$ cat src/rtl/parity_frame_tx.sv
// parity_frame_tx
//   Serial framing transmitter: accepts a nibble plus its upstream parity bit
//   over valid/ready and shifts out start(0), d[0..3], parity, stop(1).
//   Every bit lasts CLKS_PER_BIT clocks. tx comes straight from a flop.
//
//   Build option: define PARITY_FRAME_TX_STOP2_EN for two stop bits.
//
// Ports
//   clk, rst_n   : rising-edge clock, async active-low reset
//   d, par_in    : nibble and its parity, sampled on valid && ready
//   valid, ready : input handshake; ready is high only in IDLE
//   tx           : serial line, idles high
//   busy         : frame in flight
//   done         : one-cycle pulse in the first IDLE cycle after STOP
module parity_frame_tx #(
  parameter int CLKS_PER_BIT = 4
) (
  input  logic       clk,
  input  logic       rst_n,
  input  logic [3:0] d,
  input  logic       par_in,
  input  logic       valid,
  output logic       ready,
  output logic       tx,
  output logic       busy,
  output logic       done
);

  localparam int CW = (CLKS_PER_BIT > 1) ? $clog2(CLKS_PER_BIT) : 1;
  localparam logic [CW-1:0] CNT_LAST = CW'(CLKS_PER_BIT - 1);

  typedef enum logic [2:0] {IDLE, START, DATA, PARITY, STOP} state_t;

  typedef struct packed {
    logic       par;
    logic [3:0] d;
  } frame_t;

  state_t          state, state_nxt;
  frame_t          hold_q, hold_nxt;
  logic [CW-1:0]   cnt, cnt_nxt;
  logic [1:0]      idx, idx_nxt;   // data index in DATA, stop-bit index in STOP
  logic            tx_q, tx_nxt;
  logic            done_q, done_nxt;
  logic            bit_end;

  always_ff @(posedge clk or negedge rst_n) begin
    if (!rst_n) begin
      state  <= IDLE;
      hold_q <= '0;
      cnt    <= '0;
      idx    <= '0;
      tx_q   <= 1'b1;
      done_q <= 1'b0;
    end else begin
      state  <= state_nxt;
      hold_q <= hold_nxt;
      cnt    <= cnt_nxt;
      idx    <= idx_nxt;
      tx_q   <= tx_nxt;
      done_q <= done_nxt;
    end
  end

  always_comb begin
    state_nxt = state;
    hold_nxt  = hold_q;
    cnt_nxt   = cnt;
    idx_nxt   = idx;
    done_nxt  = 1'b0;
    tx_nxt    = 1'b1;
    bit_end   = (cnt == CNT_LAST);

    // bit-period counter free-runs while a frame is in flight
    if (state != IDLE) cnt_nxt = bit_end ? '0 : cnt + CW'(1);

    case (state)
      IDLE: begin
        if (valid) begin
          hold_nxt  = '{par: par_in, d: d};
          cnt_nxt   = '0;
          idx_nxt   = '0;
          state_nxt = START;
        end
      end
      START: if (bit_end) state_nxt = DATA;
      DATA: begin
        if (bit_end) begin
          if (idx == 2'd3) begin
            idx_nxt   = '0;
            state_nxt = PARITY;
          end else begin
            idx_nxt = idx + 2'd1;
          end
        end
      end
      PARITY: begin
        if (bit_end) begin
          idx_nxt   = '0;
          state_nxt = STOP;
        end
      end
      STOP: begin
        if (bit_end) begin
`ifdef PARITY_FRAME_TX_STOP2_EN
          if (idx == 2'd1) begin
            idx_nxt   = '0;
            done_nxt  = 1'b1;
            state_nxt = IDLE;
          end else begin
            idx_nxt = 2'd1;
          end
`else
          done_nxt  = 1'b1;
          state_nxt = IDLE;
`endif
        end
      end
      default: state_nxt = IDLE;
    endcase

    // tx is registered: compute the level for the state being entered so the
    // line drops in the cycle right after the accept edge.
    case (state_nxt)
      START:   tx_nxt = 1'b0;
      DATA:    tx_nxt = hold_nxt.d[idx_nxt];
      PARITY:  tx_nxt = hold_nxt.par;
      default: tx_nxt = 1'b1;
    endcase
  end

  assign tx    = tx_q;
  assign done  = done_q;
  assign ready = (state == IDLE);
  assign busy  = (state != IDLE);

endmodule
$ cat config.mk
export PLATFORM = sky130hd
export DESIGN_NAME = parity_frame_tx
export DESIGN_NICKNAME = d
export VERILOG_FILES = /design/src/rtl/parity_frame_tx.sv
export SDC_FILE = /design/constraint.sdc
export NUM_CORES = 1
export LEC_CHECK = 0
export CORE_UTILIZATION = 50
export DETAILED_ROUTE_END_ITERATION = 16
export PLACE_DENSITY = 0.84
export SLEW_MARGIN = 20
export SYNTH_ARGS = -nofsm -noshare
export SYNTH_HDL_FRONTEND = slang
export SYNTH_SLANG_ARGS = --single-unit
$ cat constraint.sdc
create_clock -name clk -period 2 [get_ports clk]
set_input_delay 0.3 -clock clk [delete_from_list [all_inputs] [get_ports clk]]
set_output_delay 0.3 -clock clk [all_outputs]
set_load 0.01 [all_outputs]
==> metrics, run 1 <==
Seq/Total Area, Yosys=0.4676; CP Cell Sequence=nor3_2, clkdlybuf4s50_1; maximum VDD drop=0.8923 mV; post-synthesis instance area=752.0 µm²; switching part of the total power=0.3762; clk buf depth=2; cell with the largest stage delay on the worst path=clkdlybuf4s50_1; Seq. cell area=354.1 µm²; Crit path depth=2; Num CTS Buffers=3; pwr dens=1474 nW/µm²; Yosys reg bits=14; reported net switching power=0.0005064 W; GRT overflow=0; Final Critical Period=between 1500 and 2000 ps; layout cell share with drive strength beyond 1=0.2405; vias in the first global route=~460; WP buf/inv=1; P_leak=0.3900 nW; clock skew=between 6 and 7 ps; Fin. Hold Viols=0; vias per cell=between 5 and 6; Post-Route WL=approximately 1300 µm; number of antenna-violating nets in the routed design=0; Clock Latency Late Sink=around 280 ps; Pint=between 0.0008 and 0.0009 W; max incr delay on CP=around 570 ps; Fin Hold WS=~400 ps; Worst Path Max Fanout=10; final setup vio count=0; largest net degree at the start of global routing=15; Seq pwr share=0.408; GRT Total Usage=0.1918; routed len/inst=13.86 µm; CTS H-tree depth=1; Hold WC Path Type=in2async; Vias=roughly 530; io pins=12; fin util=0.6766; Worst Path Required=between 1500 and 2000 ps; first-pass detailed-route iteration total=2; startpoint types=flop; # DRC=0; Multi-input gate area=about 350 µm²; Comb pwr share=0.439; Crit. End Element=primary output; R2R depth=6; Final Cycle Share=0.9510; run status=finished clean; drt initial violations=9; critical path class=reg2out; Layout area overhead=21.46%; clk slew on worst S/H paths=roughly 90 ps; Clock power frac=0.153; diode count=0; relative slew slack=0.5877; Initial Utilization=0.5570; CORE AREA=1350 µm²; area post-placement=around 870 µm²; Cells after Synth=64; arrival time at the worst endpoint=approximately 1600 ps; Worst Tran Pin Value=616.6 ps; max-slew violation count=0; Die Wd=40.78 µm; DPL Wire Length=between 900 and 1000 µm; TritonCTS clock tree=built; RSZ-0062 raised after global routing=false; synthesized net count=75; final net count=between 90 and 100; CP top delay family=buffers and inverters; Fmax=about 0.53 GHz; fill count=roughly 110; Die H=40.78 µm; Sink Count=14; Root Driver=clkbuf_4; Placer Congestion=0.8131; unique cell type count in the Yosys netlist=28; YS warnings=0; die area=1663 µm²; initial antenna violation count=0; row count=13; first-pass GRT wire length=slightly below 2000 µm; Max Cap Viol=0; Avg Inst Size Synth=11.75 µm²; Setup TNS Final=0 ps; post-route design area=about 910 µm²; Port-buffer cells=11
## path summary, 6_finish.rpt
| kind | from | end | slack [ps] |
|---|---|---|---|
| min in group clk | hold_q[3] | hold_q[3] | 510 |
| min reg2reg | hold_q[3] | hold_q[3] | 510 |
| max reg2reg | cnt[0] | tx | 100 |
| max in group asynchronous | rst_n | state[0] | 1170 |
| max | state[0] | ready | 100 |
| min | rst_n | idx[0] | 390 |
## placed cells by master (no fill, tap or decap), types with 2 or more instances in the layout
cell,instances
nand3b_1,4
dfrtp_1,11
clkdlybuf4s50_1,11
o21ai_0,2
a21oi_1,3
mux2_2,3
clkbuf_4,3
ha_1,3
nand2_1,3
nor2_1,4
o31ai_1,2
inv_1,5
buf_4,3
dfrtp_2,2
mux2i_1,3
## through the flow
stage | cells | power [W] | worst slack (ps)
detailed placement | 90 | 0.001137 | 8.910
CTS | 94 | 0.001356 | 24.87
finish | 94 | 0.001346 | 97.92
global placement | 90 | 0.001112 | 51.84
floorplan | 64 | 0.0009947 | 230.7
global route | 94 | 0.001451 | 4.550
## flip-flops by register name, summed over array words and instances, names as in the netlist
name / count
idx: 2
cnt: 2
state: 3
hold_q: 5
done: 1
tx: 1
## power by group through the flow
stage / clock network [W] / logic [W] / registers, W
6_report: 0.000206 / 0.000591 / 0.000549
3_3_place_gp: 0 / 0.000575 / 0.000537
4_1_cts: 0.000214 / 0.000597 / 0.000545
3_5_place_dp: 0 / 0.000591 / 0.000546
2_1_floorplan: 0 / 0.000520 / 0.000475
5_1_grt: 0.000224 / 0.000659 / 0.000569
## kinds of logic (layout without fill, tap and decap cells)
group | Yosys count | after routing | share of synthesized area
compound gates | 14 | 14 | 0.1498
xor+xnor | 1 | 1 | 0.01165
fa+ha+maj | 3 | 3 | 0.04992
buf+inv | 8 | 23 | 0.06988
flops | 14 | 14 | 0.4676
mux | 7 | 7 | 0.1048
simple gates | 17 | 17 | 0.1464
## Yosys cell counts
cell       n  area share
mux2i_1    3       0.040
mux2_2     3       0.045
ha_1       3       0.050
and2_1     1      0.0083
o311ai_0   1       0.012
nand2b_1   1      0.0083
nor3_1     1      0.0066
mux2_4     1       0.020
nor2_1     4       0.020
a41oi_2    1       0.022
o311ai_2   1       0.022
buf_6      3       0.045
o21ai_0    2       0.013
dfstp_2    1       0.035
o31ai_1    2       0.020
dfrtp_1   13        0.43
xor2_1     1       0.012
o22ai_1    1      0.0083
a21oi_2    1       0.012
o211ai_1   1       0.010
a211o_1    1       0.012
or3_1      1      0.0083
nand2_1    3       0.015
a21oi_1    3       0.020
and3_1     1      0.0083
nor4b_4    1       0.032
nand3b_1   4       0.040
inv_1      5       0.025
## timing repair
action | 4_1_cts | 5_1_grt
pin swaps | 0 | 0
setup buffers | 0 | 0
endpoints found under the hold margin | 0 | 0
hold buffers | 0 | 0
setup endpoints to repair | 2 | 2
gates resized for setup | 1 | 2
## cell type report
| cell class | instances | share of cell area |
|---|---|---|
| sequential | 14 | 0.3877 |
| multi-input combinational | 42 | 0.3863 |
| timing repair buffer | 14 | 0.1452 |
| clock buffer | 4 | 0.03973 |
| inverter | 5 | 0.02055 |
| tap | 15 | 0.02055 |
## layer usage
| layer | part of all wire | up-vias | global-route usage | wire [µm] |
|---|---|---|---|---|
| li1 | - | 260 | - | - |
| met1 | 0.47 | 252 | 0.2295 | 606 |
| met2 | 0.48 | 12 | 0.3125 | 626 |
| met3 | 0.038 | 4 | 0.04891 | 50 |
| met4 | 0.015 | 0 | 0.1000 | 19 |
| met5 | 0 | - | 0 | 0 |
Power figures use the tool's default switching activity.
==> inputs of run 2 (changes only) <==
--- a/config.mk
+++ b/config.mk
@@ -5,7 +5,9 @@
 export SDC_FILE = /design/constraint.sdc
 export NUM_CORES = 1
 export LEC_CHECK = 0
+export CAP_MARGIN = 5
 export CORE_UTILIZATION = 50
+export CTS_BUF_LIST = sky130_fd_sc_hd__clkbuf_8 sky130_fd_sc_hd__clkbuf_16
 export DETAILED_ROUTE_END_ITERATION = 16
 export PLACE_DENSITY = 0.84
 export SLEW_MARGIN = 20
==> run 2 against run 1 <==
Clock skew down 4.3 ps; count of clock-buffer cells in the layout did not move; critical path depth is 4 higher; fmax grew 0.39%; setup slack better by 7.3 ps; flip-flop and latch count is the same; largest cell class is now multi-input combinational cells; wire length grew 1.5%; clock power rose by 33%; die area stayed put.
==> metrics, run 2 (synthesized netlist as in run 1, its figures left out) <==
Vias=520; Setup TNS Final=0 ps; Sink Count=14; drt initial violations=6; clk slew on worst S/H paths=roughly 60 ps; # DRC=0; Die Wd=between 40 and 50 µm; diode count=0; Initial Utilization=0.5570; Layout area overhead=24.46%; Hold WC Path Type=in2async; postcts setup bufs=0; Worst Path Max Fanout=4; Largest register FFs=5; post-route design area=935.9 µm²; Crit. End Element=flop; die area=between 1500 and 2000 µm²; GRT Total Usage=0.1952; area post-placement=slightly below 900 µm²; vias in the first global route=between 400 and 500; Max Cap Viol=0; io pins=12; Worst Tran Pin Value=between 600 and 700 ps; TritonCTS clock tree=built; Post-Layout Cell Count=94; Die H=between 40 and 50 µm; largest net degree at the start of global routing=15; Largest Register=hold_q; Placer Congestion=0.8131; pwr dens=1524 nW/µm²; clock skew=~2.0 ps; Worst Setup SP=cnt[0]; Final Cycle Share=0.9474; fill count=111; run status=finished clean; relative slew slack=0.5897; fin util=0.6932; clk buf depth=2; Final Critical Period=roughly 1900 ps; final setup vio count=0; hold bufs inserted after CTS=0; CORE AREA=between 1000 and 1500 µm²; number of antenna-violating nets in the routed design=0; Worst Path Required=2170 ps; GRT overflow=0; CTS H-tree depth=1; startpoint types=flop; R2R Path Start=cnt[0]; critical path class=reg2reg; Fmax=approximately 0.53 GHz; P_leak=approximately 0.4 nW; first-pass detailed-route iteration total=2; commonest non-fill, non-tap cell in the layout=dfrtp_1; max-slew violation count=0; Clock Latency Late Sink=~240 ps; largest registers=hold_q x5, state x3; row count=13; most frequent cells in the layout=13 x dfrtp_1, 11 x clkdlybuf4s50_1, 5 x inv_1; vias per cell=5.532; layout cell share with drive strength beyond 1=0.2152; arrival time at the worst endpoint=2060 ps; Post-Route WL=1323 µm; routed len/inst=14.07 µm; Fin. Hold Viols=0; DPL Wire Length=997.7 µm; RSZ-0062 raised after global routing=false; Num CTS Buffers=3; maximum VDD drop=slightly below 0.9 mV; first-pass GRT wire length=about 2000 µm; Port-buffer cells=11; final net count=91; Placed Instances=90; initial antenna violation count=0; Root Driver=clkbuf_8
-- run 2: power breakdown --
part | leakage [nW] | switching [W] | internal [W] | total (W)
Clock | 0.0288 | 0.000100 | 0.000174 | 0.000274
Sequential | 0.172 | 0.000137 | 0.000417 | 0.000554
Combinational | 0.201 | 0.000284 | 0.000314 | 0.000598
-- run 2: per-layer routing --
metal	track usage	part of all wire
met5	0	0
met4	0.1000	0.011
met3	0.04891	0.042
met2	0.3125	0.46
met1	0.2397	0.48
-- run 2: final timing paths --
check	endpoint	slack (ps)	depth (start not counted)
max	tx	110	6
min	idx[0]	440	1
max reg2reg	tx	110	6
min reg2reg	hold_q[1]	500	1
max in group asynchronous	state[0]	1160	1
min in group clk	hold_q[1]	500	1
-- run 2: cell type report --
class	instances	area (µm²)	area share
multi-input combinational	42	359.1	0.3837
tap	15	18.77	0.02005
sequential	14	351.6	0.3757
clock buffer	4	55.05	0.05882
inverter	5	18.77	0.02005
timing repair buffer	14	132.6	0.1417
-- run 2: per-stage QoR --
stage / hold WS [ps] / total power (W) / setup WS (ps)
global route: 496.6 / 0.001533 / 15.75
finish: 441.8 / 0.001426 / 105.2
global placement: 480.6 / 0.001112 / 51.84
floorplan: 4.409 / 0.0009947 / 230.7
CTS: 468.1 / 0.001424 / 79.36
detailed placement: 493.6 / 0.001137 / 8.910
-- run 2: critical path, stage by stage, from the launching register on --
cell and delay [ps]:
dfrtp_1 410, ha_1 270, mux2i_1 130, or3_1 370, and2_1 190, a211o_1 270
a41oi_2 170
-- run 2: what timing repair did --
item | in CTS | in global routing
gates cloned | 0 | 0
gates resized for setup | 1 | 1
hold endpoints to repair | 0 | 0
endpoints found under the setup margin | 1 | 1
==> RTL edit: new RTL, config.mk and constraints of run 2 <==
The output `tx` loses its register stage (`tx_q` becomes a continuous assignment).
--- a/src/rtl/parity_frame_tx.sv
+++ b/src/rtl/parity_frame_tx.sv
@@ -52,3 +52,2 @@
       idx    <= '0;
-      tx_q   <= 1'b1;
       done_q <= 1'b0;
@@ -59,3 +58,2 @@
       idx    <= idx_nxt;
-      tx_q   <= tx_nxt;
       done_q <= done_nxt;
@@ -63,2 +61,4 @@
   end
+
+  assign tx_q = tx_nxt;
 
Function: changed (a bounded check fails within 4 cycles, from zero or initial values and one cycle with rst_n low).
==> RTL edit against run 2 <==
The run now ends with negative setup slack left. Via count is 14% higher. Worst setup slack worse by 390 ps. Clock skew decreased by 1.4 ps. Sequential cell count fell by 1. Area after synthesis fell by 3.5%. First-iteration DRC count increased by 17%. Combinational power is 54% higher. Routed wire length is 19% higher. Synthesized cell count decreased by 1.6%. Power is 14% higher. Worst hold slack got worse by 11 ps. Non-clock buffer count grew 16. Design area grew 12%. Critical path type is now reg2out.
==> RTL edit: results (changes against run 2) <==
Placed design
  – PortBufs: 11 (unchanged)
  – DP Worst Slack: -700 ps (-709 ps)
  – DP Wirelength: 1180 um (+18%)
  – RD Place Congestion: 0.828 (+1.8%)

Timing
  – Endpoints failing setup: 1 (+1)
  – Final worst setup slack: -286 ps (-391 ps)
  – Clk_skew: 0.601 ps (-1.36 ps)
  – Max-Slew Margin vs Limit: 60.6% (+1.6 points)

Route
  – Met1 wire length: 656 um (+3.0%)
  – Initial DRT Pass Iterations: 4 (+2)
  – Met2 WL: 830 um (+35%)
  – Drt initial violations: 7 (+1)
  – DR top layer: met4
  – Avg WL per Cell: 14.4 um (+2.2%)
  – Routed wl met3: 65 um (+16%)
  – Via count: 595 (+14%)

Synthesis
  – Unique masters post-synth: 27 (-3.6%)
  – Synth cell count leaders: dfrtp_1 (13), inv_1 (5), nand3b_1 (4), nor2_1 (4)
  – Synth Warn #: 0 (unchanged)
  – Syn nets: 74 (-1.3%)
  – Seq/Total Area, Yosys: 44.8% (-1.9 points)
  – Ys flop type: dfrtp_1
  – Post-synth ARST share: 100% (unchanged)
  – Synth top area cells: dfrtp_1 (45%), ha_1 (5.2%), buf_6 (4.7%)

GRT
  – Initial antenna violation count: 0 (unchanged)
  – Global-route wire length before repair: 2330 um (+14%)
  – Vias in the first global route: 552 (+18%)
  – Largest net degree at the start of global routing: 14 (-1)
  – GRT Total Usage: 22.9% (+3.4 points)

Power and ir drop
  – Static leakage: 0.485 nW (+21%)
  – Maximum VDD drop: 998 uV (+14%)

Status
  – Failing checks: negative setup slack
  – Status: finished, violations left

Worst setup path
  – Worst-path cell with the longest stage delay: dfrtp_1
  – Critical Path Start: cnt[0]
  – Worst R2R Start: state[0]
  – Crit path max-delay family: simple AND/OR/NAND/NOR gates
  – Max incr delay on CP: 420 ps
  – Worst-path maximum fanout: 4 (unchanged)
  – Critical Path AT: 1990 ps (-70 ps)

Clock network
  – H-tree Lvls: 1 (unchanged)
  – Clk root buf: clkbuf_8
  – Clock Path Buffers: 2 (unchanged)
  – Clock Latency Late Sink: 240 ps (about the same)
  – CTS buffer count: 3 (unchanged)

Finish
  – Layout cell share with drive strength beyond 1: 40.4% (+19 points)
  – # diodes: 0 (unchanged)
  – Final #Nets: 106 (+16%)
  – Largest registers: hold_q x5, state x3

Worst hold path
  – Hold WC Path Type: in2async
## RTL edit: per-stage QoR
step | std cells | cell area, um2 | util, % | total power, mW | TNS (ps)
after floorplan | 63 | 728 | - | 0.964 | 0
after global placement | 104 | 958 | 72.7 | 1.29 | -669
after detailed placement | 104 | 958 | 72.7 | 1.34 | -700
after CTS | 109 | 1020 | 77.2 | 1.57 | -319
after global routing | 109 | 1050 | 79.6 | 1.74 | -374
final | 109 | 1050 | 79.6 | 1.63 | -286
## RTL edit: where the power goes
part	switching, mW	leakage (nW)	internal, mW	total (mW)
logic	0.423	0.298	0.498	0.921
clock network	0.0938	0.0269	0.136	0.229
registers	0.0940	0.161	0.381	0.475
total	0.611	0.485	1.01	1.63
## RTL edit: kinds of logic after synthesis
family | after synthesis | share of synthesized area, %
compound gates | 14 | 15.5
xor+xnor | 1 | 1.21
fa+ha+maj | 3 | 5.17
buf+inv | 8 | 7.24
flops | 13 | 44.8
mux | 7 | 10.9
simple gates | 17 | 15.2
## RTL edit: what timing repair did
action,CTS,global route
pin swaps,1,2
buffers inserted,1,0
gates cloned,0,0
resized for setup,11,7
endpoints found under the setup margin,3,1
## RTL edit: layer usage
metal  vias up  global-route usage (%)
met5         -                       0
met4         0                    12.9
met3         2                    3.33
met2        18                    39.9
met1       288                    26.4
li1        287                       -
## RTL edit: cell type report
cell class	count	area (um2)
repair buffers	30	248
flip-flops and latches	13	327
inverters	5	18.8
clock buffers	3	41.3
multi-input cells	42	392
well taps	15	18.8
clock inverters	1	3.75
fillers	89	269
## RTL edit: path summary, 6_finish.rpt
path	end	slack [ps]	cells past startpoint
min in group clk	hold_q[1]	500	1
worst max register to register	hold_q[0]	410	6
worst min register to register	hold_q[1]	500	1
worst min-delay path	done	430	1
worst max-delay path	tx	-290	7
max in group asynchronous	state[0]	1150	1
